**src/rtl/fp_mul_seq_if.sv**
```systemverilog
// Operand/result handshake bundle for fp_mul_seq.
// master = producer/consumer side, slave = the multiplier.
interface fp_mul_seq_if #(
  parameter int EXP_WIDTH  = 8,
  parameter int MANT_WIDTH = 23
);
  localparam int W = EXP_WIDTH + MANT_WIDTH + 1;

  logic         in_valid;
  logic         in_ready;
  logic [W-1:0] op1;
  logic [W-1:0] op2;
  logic         out_valid;
  logic         out_ready;
  logic [W-1:0] result;
  logic [3:0]   flags;

  modport master (
    output in_valid, op1, op2, out_ready,
    input  in_ready, out_valid, result, flags
  );

  modport slave (
    input  in_valid, op1, op2, out_ready,
    output in_ready, out_valid, result, flags
  );
endinterface

```
**src/rtl/fp_mul_seq.sv**
```systemverilog
// Multi-cycle floating-point multiplier: one-cycle special-case resolution,
// shift-add mantissa product, truncating normaliser. One operation in flight.
module fp_mul_seq #(
  parameter int EXP_WIDTH  = 8,
  parameter int MANT_WIDTH = 23
) (
  input  logic        clk,
  input  logic        rst,
  fp_mul_seq_if.slave bus
);
  localparam int W  = EXP_WIDTH + MANT_WIDTH + 1;
  localparam int PW = 2 * (MANT_WIDTH + 1);
  localparam int XW = EXP_WIDTH + 2;
  localparam int CW = $clog2(MANT_WIDTH + 1);
  localparam logic signed [XW-1:0] BIAS    = XW'((2 ** (EXP_WIDTH - 1)) - 1);
  localparam logic signed [XW-1:0] EXP_MAX = {2'b00, {EXP_WIDTH{1'b1}}};
  localparam logic [CW-1:0]        CNT_END = CW'(MANT_WIDTH);
  localparam logic [W-1:0] QNAN = {1'b0, {EXP_WIDTH{1'b1}}, 1'b1, {(MANT_WIDTH-1){1'b0}}};

  typedef enum logic [2:0] {S_IDLE, S_CLASS, S_MUL, S_NORM, S_DONE} state_t;

  state_t                  r_state;
  logic [W-1:0]            r_op1, r_op2;
  logic                    r_sign;
  logic signed [XW-1:0]    r_exp;
  logic [PW-1:0]           r_mcand;
  logic [MANT_WIDTH:0]     r_mplier;
  logic [PW-1:0]           r_prod;
  logic [CW-1:0]           r_cnt;
  logic [W-1:0]            r_res;
  logic [3:0]              r_flag;
  logic                    r_in_ready;
  logic                    r_out_valid;
  logic [W-1:0]            r_result;
  logic [3:0]              r_flags;

  logic [EXP_WIDTH-1:0]    w_e1, w_e2;
  logic [MANT_WIDTH-1:0]   w_m1, w_m2;
  logic                    w_zero1, w_zero2, w_inf1, w_inf2, w_nan1, w_nan2;
  logic signed [XW-1:0]    w_exp_n;
  logic [MANT_WIDTH-1:0]   w_mant_n;
  logic                    w_ovf, w_unf;

  assign w_e1 = r_op1[W-2:MANT_WIDTH];
  assign w_e2 = r_op2[W-2:MANT_WIDTH];
  assign w_m1 = r_op1[MANT_WIDTH-1:0];
  assign w_m2 = r_op2[MANT_WIDTH-1:0];

  // Denormals (exp==0) count as zero; all-ones exponent splits into Inf/NaN.
  assign w_zero1 = (w_e1 == {EXP_WIDTH{1'b0}});
  assign w_zero2 = (w_e2 == {EXP_WIDTH{1'b0}});
  assign w_inf1  = (w_e1 == {EXP_WIDTH{1'b1}}) && (w_m1 == {MANT_WIDTH{1'b0}});
  assign w_inf2  = (w_e2 == {EXP_WIDTH{1'b1}}) && (w_m2 == {MANT_WIDTH{1'b0}});
  assign w_nan1  = (w_e1 == {EXP_WIDTH{1'b1}}) && (w_m1 != {MANT_WIDTH{1'b0}});
  assign w_nan2  = (w_e2 == {EXP_WIDTH{1'b1}}) && (w_m2 != {MANT_WIDTH{1'b0}});

  // Normaliser: product of two [1,2) mantissas lies in [1,4).
  always_comb begin
    w_exp_n  = r_exp;
    w_mant_n = r_prod[2*MANT_WIDTH-1:MANT_WIDTH];
    if (r_prod[PW-1]) begin
      w_exp_n  = r_exp + XW'(1);
      w_mant_n = r_prod[2*MANT_WIDTH:MANT_WIDTH+1];
    end else begin
      w_exp_n  = r_exp;
      w_mant_n = r_prod[2*MANT_WIDTH-1:MANT_WIDTH];
    end
  end

  assign w_ovf = (w_exp_n >= EXP_MAX);
  assign w_unf = (w_exp_n <= $signed({XW{1'b0}}));

  // Control FSM plus datapath; all outputs registered.
  always_ff @(posedge clk) begin
    if (rst) begin
      r_state     <= S_IDLE;
      r_op1       <= '0;
      r_op2       <= '0;
      r_sign      <= 1'b0;
      r_exp       <= '0;
      r_mcand     <= '0;
      r_mplier    <= '0;
      r_prod      <= '0;
      r_cnt       <= '0;
      r_res       <= '0;
      r_flag      <= 4'b0000;
      r_in_ready  <= 1'b1;
      r_out_valid <= 1'b0;
      r_result    <= '0;
      r_flags     <= 4'b0000;
    end else begin
      case (r_state)
        S_IDLE: begin
          if (bus.in_valid && r_in_ready) begin
            r_op1      <= bus.op1;
            r_op2      <= bus.op2;
            r_in_ready <= 1'b0;
            r_flags    <= 4'b0000;
            r_state    <= S_CLASS;
          end
        end
        S_CLASS: begin
          r_sign <= r_op1[W-1] ^ r_op2[W-1];
          r_flag <= 4'b0000;
          r_state <= S_DONE;
          if (w_nan1 || w_nan2) begin
            r_res  <= QNAN;
            r_flag <= 4'b1000;
          end else if ((w_inf1 && w_zero2) || (w_zero1 && w_inf2)) begin
            r_res  <= QNAN;
            r_flag <= 4'b0100;
          end else if (w_inf1 || w_inf2) begin
            r_res <= {r_op1[W-1] ^ r_op2[W-1], {EXP_WIDTH{1'b1}}, {MANT_WIDTH{1'b0}}};
          end else if (w_zero1 || w_zero2) begin
            r_res <= {r_op1[W-1] ^ r_op2[W-1], {(W-1){1'b0}}};
          end else begin
            r_exp    <= $signed({2'b00, w_e1}) + $signed({2'b00, w_e2}) - BIAS;
            r_mcand  <= {{(MANT_WIDTH+1){1'b0}}, 1'b1, w_m1};
            r_mplier <= {1'b1, w_m2};
            r_prod   <= '0;
            r_cnt    <= '0;
            r_state  <= S_MUL;
          end
        end
        S_MUL: begin
          if (r_mplier[0]) begin
            r_prod <= r_prod + r_mcand;
          end
          r_mcand  <= r_mcand << 1;
          r_mplier <= r_mplier >> 1;
          r_cnt    <= r_cnt + CW'(1);
          if (r_cnt == CNT_END) begin
            r_state <= S_NORM;
          end
        end
        S_NORM: begin
          if (w_ovf) begin
            r_res  <= {r_sign, {EXP_WIDTH{1'b1}}, {MANT_WIDTH{1'b0}}};
            r_flag <= 4'b0010;
          end else if (w_unf) begin
            r_res  <= {r_sign, {(W-1){1'b0}}};
            r_flag <= 4'b0001;
          end else begin
            r_res  <= {r_sign, w_exp_n[EXP_WIDTH-1:0], w_mant_n};
            r_flag <= 4'b0000;
          end
          r_state <= S_DONE;
        end
        S_DONE: begin
          if (!r_out_valid) begin
            r_out_valid <= 1'b1;
            r_result    <= r_res;
            r_flags     <= r_flag;
          end else if (bus.out_ready) begin
            r_out_valid <= 1'b0;
            r_in_ready  <= 1'b1;
            r_state     <= S_IDLE;
          end
        end
        default: begin
          r_state     <= S_IDLE;
          r_in_ready  <= 1'b1;
          r_out_valid <= 1'b0;
        end
      endcase
    end
  end

  assign bus.in_ready  = r_in_ready;
  assign bus.out_valid = r_out_valid;
  assign bus.result    = r_result;
  assign bus.flags     = r_flags;
endmodule

```
**src/flat_wrapper.sv**
```systemverilog
// flat-port wrapper written by rule: the top's interface ports become plain ports
module fp_mul_seq_flat 
#(
  parameter int EXP_WIDTH  = 8,
  parameter int MANT_WIDTH = 23
)
  (clk, rst, bus_in_valid, bus_op1, bus_op2, bus_out_ready, bus_in_ready, bus_out_valid, bus_result, bus_flags);
  fp_mul_seq_if #(.EXP_WIDTH(EXP_WIDTH), .MANT_WIDTH(MANT_WIDTH)) bus_i ();
  input  logic clk;
  input  logic rst;
  input wire logic [$bits(bus_i.in_valid)-1:0] bus_in_valid;
  input wire logic [$bits(bus_i.op1)-1:0] bus_op1;
  input wire logic [$bits(bus_i.op2)-1:0] bus_op2;
  input wire logic [$bits(bus_i.out_ready)-1:0] bus_out_ready;
  output wire logic [$bits(bus_i.in_ready)-1:0] bus_in_ready;
  output wire logic [$bits(bus_i.out_valid)-1:0] bus_out_valid;
  output wire logic [$bits(bus_i.result)-1:0] bus_result;
  output wire logic [$bits(bus_i.flags)-1:0] bus_flags;
  assign bus_i.in_valid = bus_in_valid;
  assign bus_i.op1 = bus_op1;
  assign bus_i.op2 = bus_op2;
  assign bus_i.out_ready = bus_out_ready;
  assign bus_in_ready = bus_i.in_ready;
  assign bus_out_valid = bus_i.out_valid;
  assign bus_result = bus_i.result;
  assign bus_flags = bus_i.flags;
  fp_mul_seq #(.EXP_WIDTH(EXP_WIDTH), .MANT_WIDTH(MANT_WIDTH)) u_core (.clk(clk), .rst(rst), .bus(bus_i));
endmodule
```
**config.mk**
```make
export PLATFORM = sky130hd
export DESIGN_NAME = fp_mul_seq_flat
export DESIGN_NICKNAME = d
export VERILOG_FILES = /design/src/rtl/fp_mul_seq_if.sv /design/src/rtl/fp_mul_seq.sv /design/src/flat_wrapper.sv
export SDC_FILE = /design/constraint.sdc
export NUM_CORES = 1
export LEC_CHECK = 0
export BUFFER_PORTS_ARGS = -buffer_cell sky130_fd_sc_hd__buf_2
export CAP_MARGIN = 5
export CORE_ASPECT_RATIO = 1.1
export CORE_MARGIN = 2
export CORE_UTILIZATION = 35
export DETAILED_ROUTE_END_ITERATION = 12
export PLACE_DENSITY = 0.62
export SLEW_MARGIN = 10
export SYNTH_ARGS = -nofsm -noshare
export SYNTH_HDL_FRONTEND = slang
export SYNTH_SLANG_ARGS = --single-unit
export TNS_END_PERCENT = 50
```
**constraint.sdc**
```tcl
create_clock -name clk -period 3 [get_ports clk]
set_input_delay 0.6 -clock clk [delete_from_list [all_inputs] [get_ports clk]]
set_output_delay 0.6 -clock clk [all_outputs]
set_load 0.05 [all_outputs]
```
[Yosys cells after proc, flatten, opt, wreduce, memory -nomap -nowiden]
Index checks and enable logic that the tools add are counted.
Cells by class
  add/sub/neg operators: 5
  reduce and logical (&&, ||, !) cells: 32
  equal/unequal tests: 18
  multiplexer cells: 54
  $lt $le $gt $ge: 2
  bitwise logic cells: 7
Operator list (count)
  $mux 48: 9
  $pmux 48 s2: 2
  $mux 32: 4
  $mux 24: 4
  $pmux 32 s2: 1
  $mux 31: 2
  $add 48x48->48: 1
  $pmux 24 s2: 1
  $logic_not 23->1: 2
  $reduce_bool 23->1: 2
  $mux 3: 9
  $mux 23: 1
  $mux 5: 4
  $eq 8x8->1 const B: 2
  $logic_not 8->1: 2
  $mux 4: 4
  $pmux 4 s2: 2
  $pmux 3 s5: 1
  $ne 2x2->1 const B: 6
  $add 10x2->10 const B: 1
  $ge 10x9->1 const B: 1
  $le 10x1->1 const B: 1
  $mux 10: 1
  $pmux 5 s2: 1
  25 further kinds: 54
Storage, ports and cells
  flip-flop bits (word level): 277
  output and inout port bits: 38
  input port bits: 68

[Depth between registers and ports, before layout]
Gate-level depths: netlist of run 1.
  depth after elaboration: 7
  depth in mapped cells: 12

[Worst setup path after synthesis of run 1]
No wires, ideal clock.
  kind: reg-to-reg
  start point: register u_core.r_prod[0]
  end point: register u_core.r_prod[40]
  stages on the path, launching flop included: 13
  buffers on the path: 0
  library setup time: 0.117 ns
  data required time: 2.883 ns
  setup slack: 0.095 ns
  arrival time: 2.788 ns
  cell sequence: dfxtp_1 ha_1 fa_1 a211oi_2 o21bai_1 o211ai_2 nand2_1 a221o_1 a221o_2 a31oi_4 o21ai_2 xor2_1 a22o_1
Between the ends
  longest elaborated chain between the ends: 3
Ends and longest elaborated chain
  from (decl): line fp_mul_seq.sv:28  | logic [PW-1:0] r_prod;
  from (signal assigned): line fp_mul_seq.sv:127  | r_prod <= r_prod + r_mcand;
  $add 48x48->48: line fp_mul_seq.sv:127
  $mux 48: line fp_mul_seq.sv:126  | if (r_mplier[0]) begin
  $pmux 48 s2: line fp_mul_seq.sv:92  | case (r_state)
Every way passes these cells. The select of a mux whose other input is x is not followed.
A chain may end at the register's enable or synchronous reset.

[Worst setup path in the final report of run 1]
  start point: register u_core.r_mcand[0]
  end point: register u_core.r_prod[40]
Between the ends
  longest elaborated chain between the ends: 3
Ends and longest elaborated chain
  from (decl): line fp_mul_seq.sv:26  | logic [PW-1:0] r_mcand;
  from (signal assigned): line fp_mul_seq.sv:118  | r_mcand <= {{(MANT_WIDTH+1){1'b0}}, 1'b1, w_m1};
  from (signal assigned): line fp_mul_seq.sv:129  | r_mcand <= r_mcand << 1;
  $add 48x48->48: line fp_mul_seq.sv:127
  $mux 48: line fp_mul_seq.sv:126
  $pmux 48 s2: line fp_mul_seq.sv:92
Every way passes these cells. The select of a mux whose other input is x is not followed.

==> results of run 1 <==
[power groups by stage]
| stage | Clock, mW | Combinational [mW] | Sequential (mW) |
|---|---|---|---|
| after floorplan | 0 | 0.719 | 4.03 |
| after global placement | 0 | 1.00 | 4.07 |
| after detailed placement | 0 | 1.02 | 4.07 |
| after CTS | 4.00 | 1.02 | 3.99 |
| after global routing | 4.15 | 1.15 | 4.02 |
| final | 3.91 | 1.02 | 4.00 |
[cells by family after synthesis]
group,count (synthesis)
AND/OR/NAND/NOR,710
AO/OA/AOI/OAI,442
flip-flops,277
buffers and inverters,128
XOR/XNOR,70
multiplexers,24
adder cells (fa/ha/maj),60
[through the flow]
stage	total power, mW	cells	setup slack, ns
after detailed placement	5.09	2239	-0.0759
after global routing	9.32	2302	-0.0920
final	8.92	2302	0.0547
after floorplan	4.75	1711	0.0948
after CTS	9.02	2300	-0.0499
after global placement	5.07	2239	-0.0550
[worst max-delay path, stage by stage (launching register included)]
cell and delay [ns]:
dfxtp_2 0.34, ha_4 0.16, fa_2 0.34, a211oi_2 0.21, o21bai_1 0.11, o211ai_2 0.20, nand2_2 0.09, a221o_1 0.35
a221o_2 0.39, a31oi_4 0.23, o21ai_2 0.08, xor2_1 0.14, a22o_1 0.20
[layout by cell type (no fill, tap or decap), types with 10 or more instances in the layout]
cell type	count
buf_2	104
nand4_1	27
a21oi_1	199
a211oi_1	12
nand3_1	50
o21ai_0	22
inv_1	11
a21o_1	36
xor2_1	28
nor4_1	16
a22o_1	17
ha_1	47
buf_4	38
clkbuf_16	31
nand2_1	374
dfxtp_1	275
a22oi_1	45
and3_1	10
nor3_1	29
o21bai_1	13
xnor2_1	41
nor2_1	159
mux2_2	23
a311oi_1	45
[routing by layer]
layer	track usage, %	up-vias	wire [um]
met5	0	-	0
met1	22.2	5746	16500
met4	3.82	0	748
met2	28.5	232	16200
li1	-	6177	-
met3	1.98	56	1170
[path summary, 6_finish.rpt]
kind                   startpoint  slack [ns]  cells past startpoint                    to
max             u_core.r_mcand[0]        0.05                     12     u_core.r_prod[40]
min                   bus_op1[14]        0.27                      3      u_core.r_op1[14]
max reg2reg     u_core.r_mcand[0]        0.05                     12     u_core.r_prod[40]
min reg2reg  u_core.bus.result[2]        0.45                      2  u_core.bus.result[2]
[sequential cells by signal (all words and copies together) (netlist names)]
| name | flops |
|---|---|
| u_core.r_state | 3 |
| u_core.bus.out_valid | 1 |
| u_core.r_op2 | 32 |
| u_core.r_mcand | 48 |
| u_core.r_cnt | 5 |
| u_core.r_flag | 4 |
| u_core.bus.in_ready | 1 |
| u_core.r_sign | 1 |
| u_core.r_mplier | 24 |
| u_core.r_res | 32 |
| u_core.r_exp | 10 |
| u_core.r_op1 | 32 |
| u_core.bus.result | 32 |
| u_core.bus.flags | 4 |
| u_core.r_prod | 48 |
[layout make-up]
| class | instances | area share (%) |
|---|---|---|
| multi-input cells | 1306 | 48.6 |
| flip-flops and latches | 277 | 34.6 |
| repair buffers | 150 | 5.94 |
| clock buffers | 46 | 5.69 |
| well taps | 500 | 3.90 |
| clock inverters | 12 | 0.961 |
| inverters | 11 | 0.258 |
[what timing repair did]
item                       in CTS  in global routing
setup buffers                   3                  2
gates resized for setup         7                 23
setup endpoints to repair       4                 14
pin swaps                       7                  9
==> summary.md, run 1 <==
| Metric | Value |
|---|---|
| Routed vias/inst | `about 5.3` |
| Die width | `slightly below 200 um` |
| Share of cells above drive strength 1 | `between 15 and 20%` |
| Net Sw Power | `approximately 2.4 mW` |
| Critical path startpoint category | `register` |
| Sequential cell area fraction in the yosys report | `40.6%` |
| Synth Register Bits | `around 280` |
| Top area cells in the synthesized netlist | `dfxtp_1, nand2_1, a21oi_1, ha_1, nor2_1` |
| CTS tree | `done` |
| Initial core utilization | `between 30% and 40%` |
| Post-synthesis mux area share | `approximately 2.0%` |
| Final Cycle Share | `98.2%` |
| Yosys top cell area share | `between 40% and 50%` |
| Ys async rst share | `0%` |
| Synth warn | `0` |
| Synth cell types | `73` |
| Area of the multi-input gates | `7790 um2` |
| WL per Instance | `between 15 and 20 um` |
| Number of global-route vias before repair | `between 10,000 and 15,000` |
| Root buf cell | `clkbuf_16` |
| GRT Util Overall | `between 10% and 20%` |
| Hold_buf cts | `0` |
| Synth Area per Inst | `~8.0 um2` |
| Maximum number of pins on one net before global-route repair | `113` |
| Synth Area in Compound Gates | `between 20% and 30%` |
| Cells after synthesis | `1,711` |
| H-tree Lvls | `1` |
| Leakage | `approximately 6.4 nW` |
| Largest family of logic cells by synthesized area | `simple AND/OR/NAND/NOR gates` |
| Initial antenna violation count | `0` |
| Status | `finished, final reports clean` |
| Cts bufs inserted | `31` |
| Final Hold Fails | `0` |
| Core Rows | `75` |
| CTS Sinks | `277` |
| Routability cong. | `around 0.87` |
| Final core utilization | `41.8%` |
| Synth Flop Type | `dfxtp_1` |
| Clock Latency Late Sink | `around 0.56 ns` |
| Total Wirelength | `around 35 mm` |
| # port buffers | `about 110` |
| HPWL Detailed | `23.7 mm` |
| Area grow syn2layout | `17.4%` |
| Clock transition at path regs | `about 0.060 ns` |
| Residual DRC | `0` |
| Commonest cells post-synth | `nand2_1, dfxtp_1, a21oi_1` |
| RSZ-0062 raised after global routing | `yes` |
| Register area | `5550 um2` |
| P_int | `around 6.6 mW` |
| Critical path class | `reg -> reg` |
| Power Dens Cells | `557 nW/um2` |
| Via count | `12,200` |
| VDD IR-drop max | `0.000427 V` |
| CTS max path bufs | `3` |
| Max cap viols | `0` |
| Gate power share | `11.5%` |
| Crit-path max FO | `3` |
| Clock period minus worst slack | `slightly below 3 ns` |
| Max-slew violations | `0` |
| Worst Tran Pin Value | `~0.74 ns` |
| Max Fclk | `approximately 340 MHz` |
| Sw Share | `between 20% and 30%` |
| First-pass GRT wire length | `between 50 and 60 mm` |
| Max-slew headroom | `just over 50%` |
| Hold slack | `between 0.2 and 0.3 ns` |
| Drt first pass iters | `5` |
| Final ANT Viol Nets | `0` |
| Setup TNS | `0 ns` |
| GRT Residual Overflow | `0` |
| Most frequent cell after synthesis | `nand2_1` |
| IO Count | `106` |
| Die ar. | `about 40,000 um2` |
| CP Capture Type | `register` |
| Clock share of power | `between 40 and 50%` |
| Area after DPL | `14,700 um2` |
| Synth Area in Adders | `5.61%` |
| Synthesized cell area | `13,700 um2` |
| Post-Synth XOR/XNOR Area | `4.49%` |
| Post-Synth Simple-Gate Area | `22.2%` |
| Sequential power share | `between 40% and 50%` |
| Clk_skew | `0.0190 ns` |
| Number of synthesized flops with an enable pin | `0` |
| Hold WC Path Type | `in -> reg` |
| Design Area, Final | `about 16,000 um2` |
| Ant. Diodes | `0` |
| Top cell type by total area after synthesis | `dfxtp_1` |
| Syn_nets | `1,839` |
| 1st-iter DRT viols | `around 700` |
| Nets | `between 1,500 and 2,000` |
| Setup violators final | `0` |
| Worst Path Arrival | `roughly 3.4 ns` |
| Fillcell total | `between 3,000 and 4,000` |
| Die Ht | `211 um` |
| Worst path required time | `3.45 ns` |
| Core Area | `38,300 um2` |
(Power assumes the default switching activity.)
==> inputs of run 2 (changes only) <==
--- a/config.mk
+++ b/config.mk
@@ -8,12 +8,13 @@
 export BUFFER_PORTS_ARGS = -buffer_cell sky130_fd_sc_hd__buf_2
 export CAP_MARGIN = 5
+export CELL_PAD_IN_SITES_DETAIL_PLACEMENT = 0
+export CELL_PAD_IN_SITES_GLOBAL_PLACEMENT = 2
 export CORE_ASPECT_RATIO = 1.1
 export CORE_MARGIN = 2
-export CORE_UTILIZATION = 35
+export CORE_UTILIZATION = 33
 export DETAILED_ROUTE_END_ITERATION = 12
-export PLACE_DENSITY = 0.62
+export PLACE_DENSITY = 0.86
 export SLEW_MARGIN = 10
 export SYNTH_ARGS = -nofsm -noshare
 export SYNTH_HDL_FRONTEND = slang
 export SYNTH_SLANG_ARGS = --single-unit
-export TNS_END_PERCENT = 50
==> constraint.sdc (replaced) <==
create_clock -name clk -period 3 [get_ports clk]
set_input_delay 0.6 -clock clk [delete_from_list [all_inputs] [get_ports clk]]
set_output_delay 0.6 -clock clk [all_outputs]
set_load 0.005 [all_outputs]
==> run 2 against run 1 <==
  * Critical path depth stayed put
  * Clock-buffer cell count is 1 lower
  * Combinational power hardly changed
  * Sequential share of layout area is 0.065 points higher
  * Final area is 0.19% lower
  * Cell count is 1.1% higher
  * Via count is 0.86% lower
  * Worst setup slack worse by 0.0032 ns
==> summary.md, run 2 (synthesis gave the netlist of run 1 again) <==
| Metric | Value |
|---|---|
| Reg2reg setup slack | `0.05 ns (about the same)` |
| Final Cycle Share | `98.3% (was 98.2%)` |
| Final Hold Fails | `0 (unchanged)` |
| Routability cong. | `0.830 (was 0.870)` |
| Top flop regs | `u_core.r_mcand x48, u_core.r_prod x48 (unchanged)` |
| CTS Sinks | `277 (unchanged)` |
| Max-slew headroom | `52.5% (was 50.8%)` |
| Clock Latency Late Sink | `0.58 ns (was 0.56 ns)` |
| First-pass GRT wire length | `59.8 mm (was 56.6 mm)` |
| Fillcell total | `4,358 (was 3,900)` |
| CTS max path bufs | `3 (unchanged)` |
| Hold path depth | `3 (unchanged)` |
| Area of the multi-input gates | `7730 um2 (was 7790 um2)` |
| Non-filler instance count after layout | `2,327 (was 2,302)` |
| Core Rows | `78 (was 75)` |
| Setup TNS | `0 ns (unchanged)` |
| Worst Hold End | `u_core.r_op2[11] (was u_core.r_op1[14])` |
| H-tree Lvls | `1 (unchanged)` |
| Crit-path max FO | `3 (unchanged)` |
| Max-slew violations | `0 (unchanged)` |
| Setup WS post-layout | `0.0515 ns (was 0.0547 ns)` |
| VDD IR-drop max | `0.000374 V (was 0.000427 V)` |
| Power Dens Cells | `554 nW/um2 (was 557 nW/um2)` |
| Area grow syn2layout | `17.1% (was 17.4%)` |
| FF-to-FF End | `u_core.r_prod[40] (unchanged)` |
| R2R depth | `12 (unchanged)` |
| Reg2Reg Launch Point | `u_core.r_prod[0] (was u_core.r_mcand[0])` |
| CP Capture Type | `register (unchanged)` |
| PnR Total Power | `8.86 mW (was 8.92 mW)` |
| Routed vias/inst | `5.20 (was 5.30)` |
| Residual DRC | `0 (unchanged)` |
| Cts bufs inserted | `31 (unchanged)` |
| Hold WC Path Type | `in -> reg (unchanged)` |
| Drt first pass iters | `5 (unchanged)` |
| Hold_buf cts | `0 (unchanged)` |
| Number of global-route vias before repair | `11,800 (was 11,500)` |
| Final core utilization | `39.0% (was 41.8%)` |
| Register area | `5550 um2 (unchanged)` |
| Share of cells above drive strength 1 | `15.1% (was 15.2%)` |
| Dpl ws | `-0.145 ns (was -0.0759 ns)` |
| Nets | `1,912 (was 1,905)` |
| Clk_skew | `0.00759 ns (was 0.0190 ns)` |
| Ant. Diodes | `0 (unchanged)` |
| Commonest cells after routing, fill and taps aside | `nand2_1, dfxtp_1, a21oi_1 (unchanged)` |
| GRT Util Overall | `16.8% (was 16.6%)` |
| Initial antenna violation count | `0 (unchanged)` |
| RSZ-0062 raised after global routing | `yes (unchanged)` |
| # port buffers | `105 (unchanged)` |
| Worst path required time | `3.48 ns (was 3.45 ns)` |
| Die Ht | `217 um (was 211 um)` |
| Dpl cells | `2,265 (was 2,239)` |
| Final ANT Viol Nets | `0 (unchanged)` |
| Critical path class | `reg -> reg (unchanged)` |
| Initial core utilization | `33.3% (was 35.7%)` |
| Max Fclk | `339 MHz (was 340 MHz)` |
| Root buf cell | `clkbuf_16 (unchanged)` |
| Max cap viols | `0 (unchanged)` |
| HP Start | `bus_op2[11] (was bus_op1[14])` |
| Sequential power share | `45.0% (was 44.8%)` |
| GRT Residual Overflow | `0 (unchanged)` |
| Net Sw Power | `2.37 mW (was 2.36 mW)` |
| WL per Instance | `15.6 um (was 15.0 um)` |
| Critical path startpoint category | `register (unchanged)` |
| Die ar. | `43,000 um2 (was 40,600 um2)` |
| Worst Path Arrival | `3.43 ns (was 3.40 ns)` |
| Leakage | `6.38 nW (was 6.37 nW)` |
| Most common library cell in the layout ignoring fill and taps | `nand2_1 (unchanged)` |
| IO Count | `106 (unchanged)` |
| P_int | `6.49 mW (was 6.56 mW)` |
| Die width | `198 um (was 192 um)` |
| Maximum number of pins on one net before global-route repair | `99 (was 113)` |
| HPWL Detailed | `24.8 mm (was 23.7 mm)` |
| Core Area | `41,000 um2 (was 38,300 um2)` |
| Clock period minus worst slack | `2.95 ns (about the same)` |
| Clock transition at path regs | `0.06 ns (about the same)` |
| Setup violators final | `0 (unchanged)` |
| Gate power share | `11.3% (was 11.5%)` |
| Sw Share | `26.8% (was 26.5%)` |
| CTS tree | `done (unchanged)` |
| Status | `finished, final reports clean (unchanged)` |
| Worst Tran Pin Value | `0.712 ns (was 0.738 ns)` |
| Total Wirelength | `36.2 mm (was 34.6 mm)` |
| Clock share of power | `43.7% (was 43.8%)` |
| Via count | `12,100 (was 12,200)` |
| 1st-iter DRT viols | `584 (was 697)` |
-- run 2: how the worst max path moves through the flow --
| stage | start | endpoint | slack, ns |
|---|---|---|---|
| 2_1_floorplan | u_core.r_prod[0] | u_core.r_prod[40] | 0.09 |
| 3_3_place_gp | u_core.r_prod[0] | u_core.r_prod[40] | -0.13 |
| 3_5_place_dp | u_core.r_prod[0] | u_core.r_prod[40] | -0.14 |
| 4_1_cts | u_core.r_prod[0] | u_core.r_prod[40] | 0.007 |
| 5_1_grt | u_core.r_prod[0] | u_core.r_prod[40] | -0.07 |
| 6_report | u_core.r_prod[0] | u_core.r_prod[40] | 0.05 |
-- run 2: metal layers --
layer,routed length (um),vias up,global-route usage [%]
li1,-,6198,-
met1,16900,5666,21.5
met2,17400,193,29.6
met3,1240,49,2.17
met4,746,0,4.44
met5,0,-,0
-- run 2: stage by stage --
stage               area, um2  hold WS [ns]
finish                  16000         0.250
global route            16000         0.237
CTS                     15900         0.224
detailed placement      14800         0.443
global placement        14800         0.442
floorplan               13700         0.432
-- run 2: worst max-delay path, stage by stage (launching register included) --
cell and delay [ns]:
dfxtp_2 0.33, ha_4 0.16, fa_2 0.34, a211oi_2 0.22, o21bai_1 0.13, o211ai_2 0.18, nand2_1 0.10, a221o_1 0.36
a221o_2 0.40, a31oi_4 0.21, o21ai_2 0.08, xor2_1 0.14, a22o_1 0.19
-- run 2: power groups by stage --
stage / logic [mW] / clock network (mW) / registers [mW]
3_3_place_gp: 1.00 / 0 / 4.07
4_1_cts: 1.02 / 3.96 / 3.99
6_report: 1.00 / 3.87 / 3.99
5_1_grt: 1.13 / 4.14 / 4.01
3_5_place_dp: 1.01 / 0 / 4.07
2_1_floorplan: 0.719 / 0 / 4.01
-- run 2: area by class of cell --
type / instances / share of cell area [%]
Multi-Input combinational cell: 1306 / 48.4
Clock buffer: 45 / 5.56
Sequential cell: 277 / 34.7
Timing Repair Buffer: 157 / 6.17
Inverter: 11 / 0.258
Clock inverter: 11 / 0.884
Tap cell: 520 / 4.07
-- run 2: repair_timing --
action	CTS	global route
gates resized for setup	1	20
pin swaps	1	2
buffers inserted	3	3
setup endpoints to repair	5	16
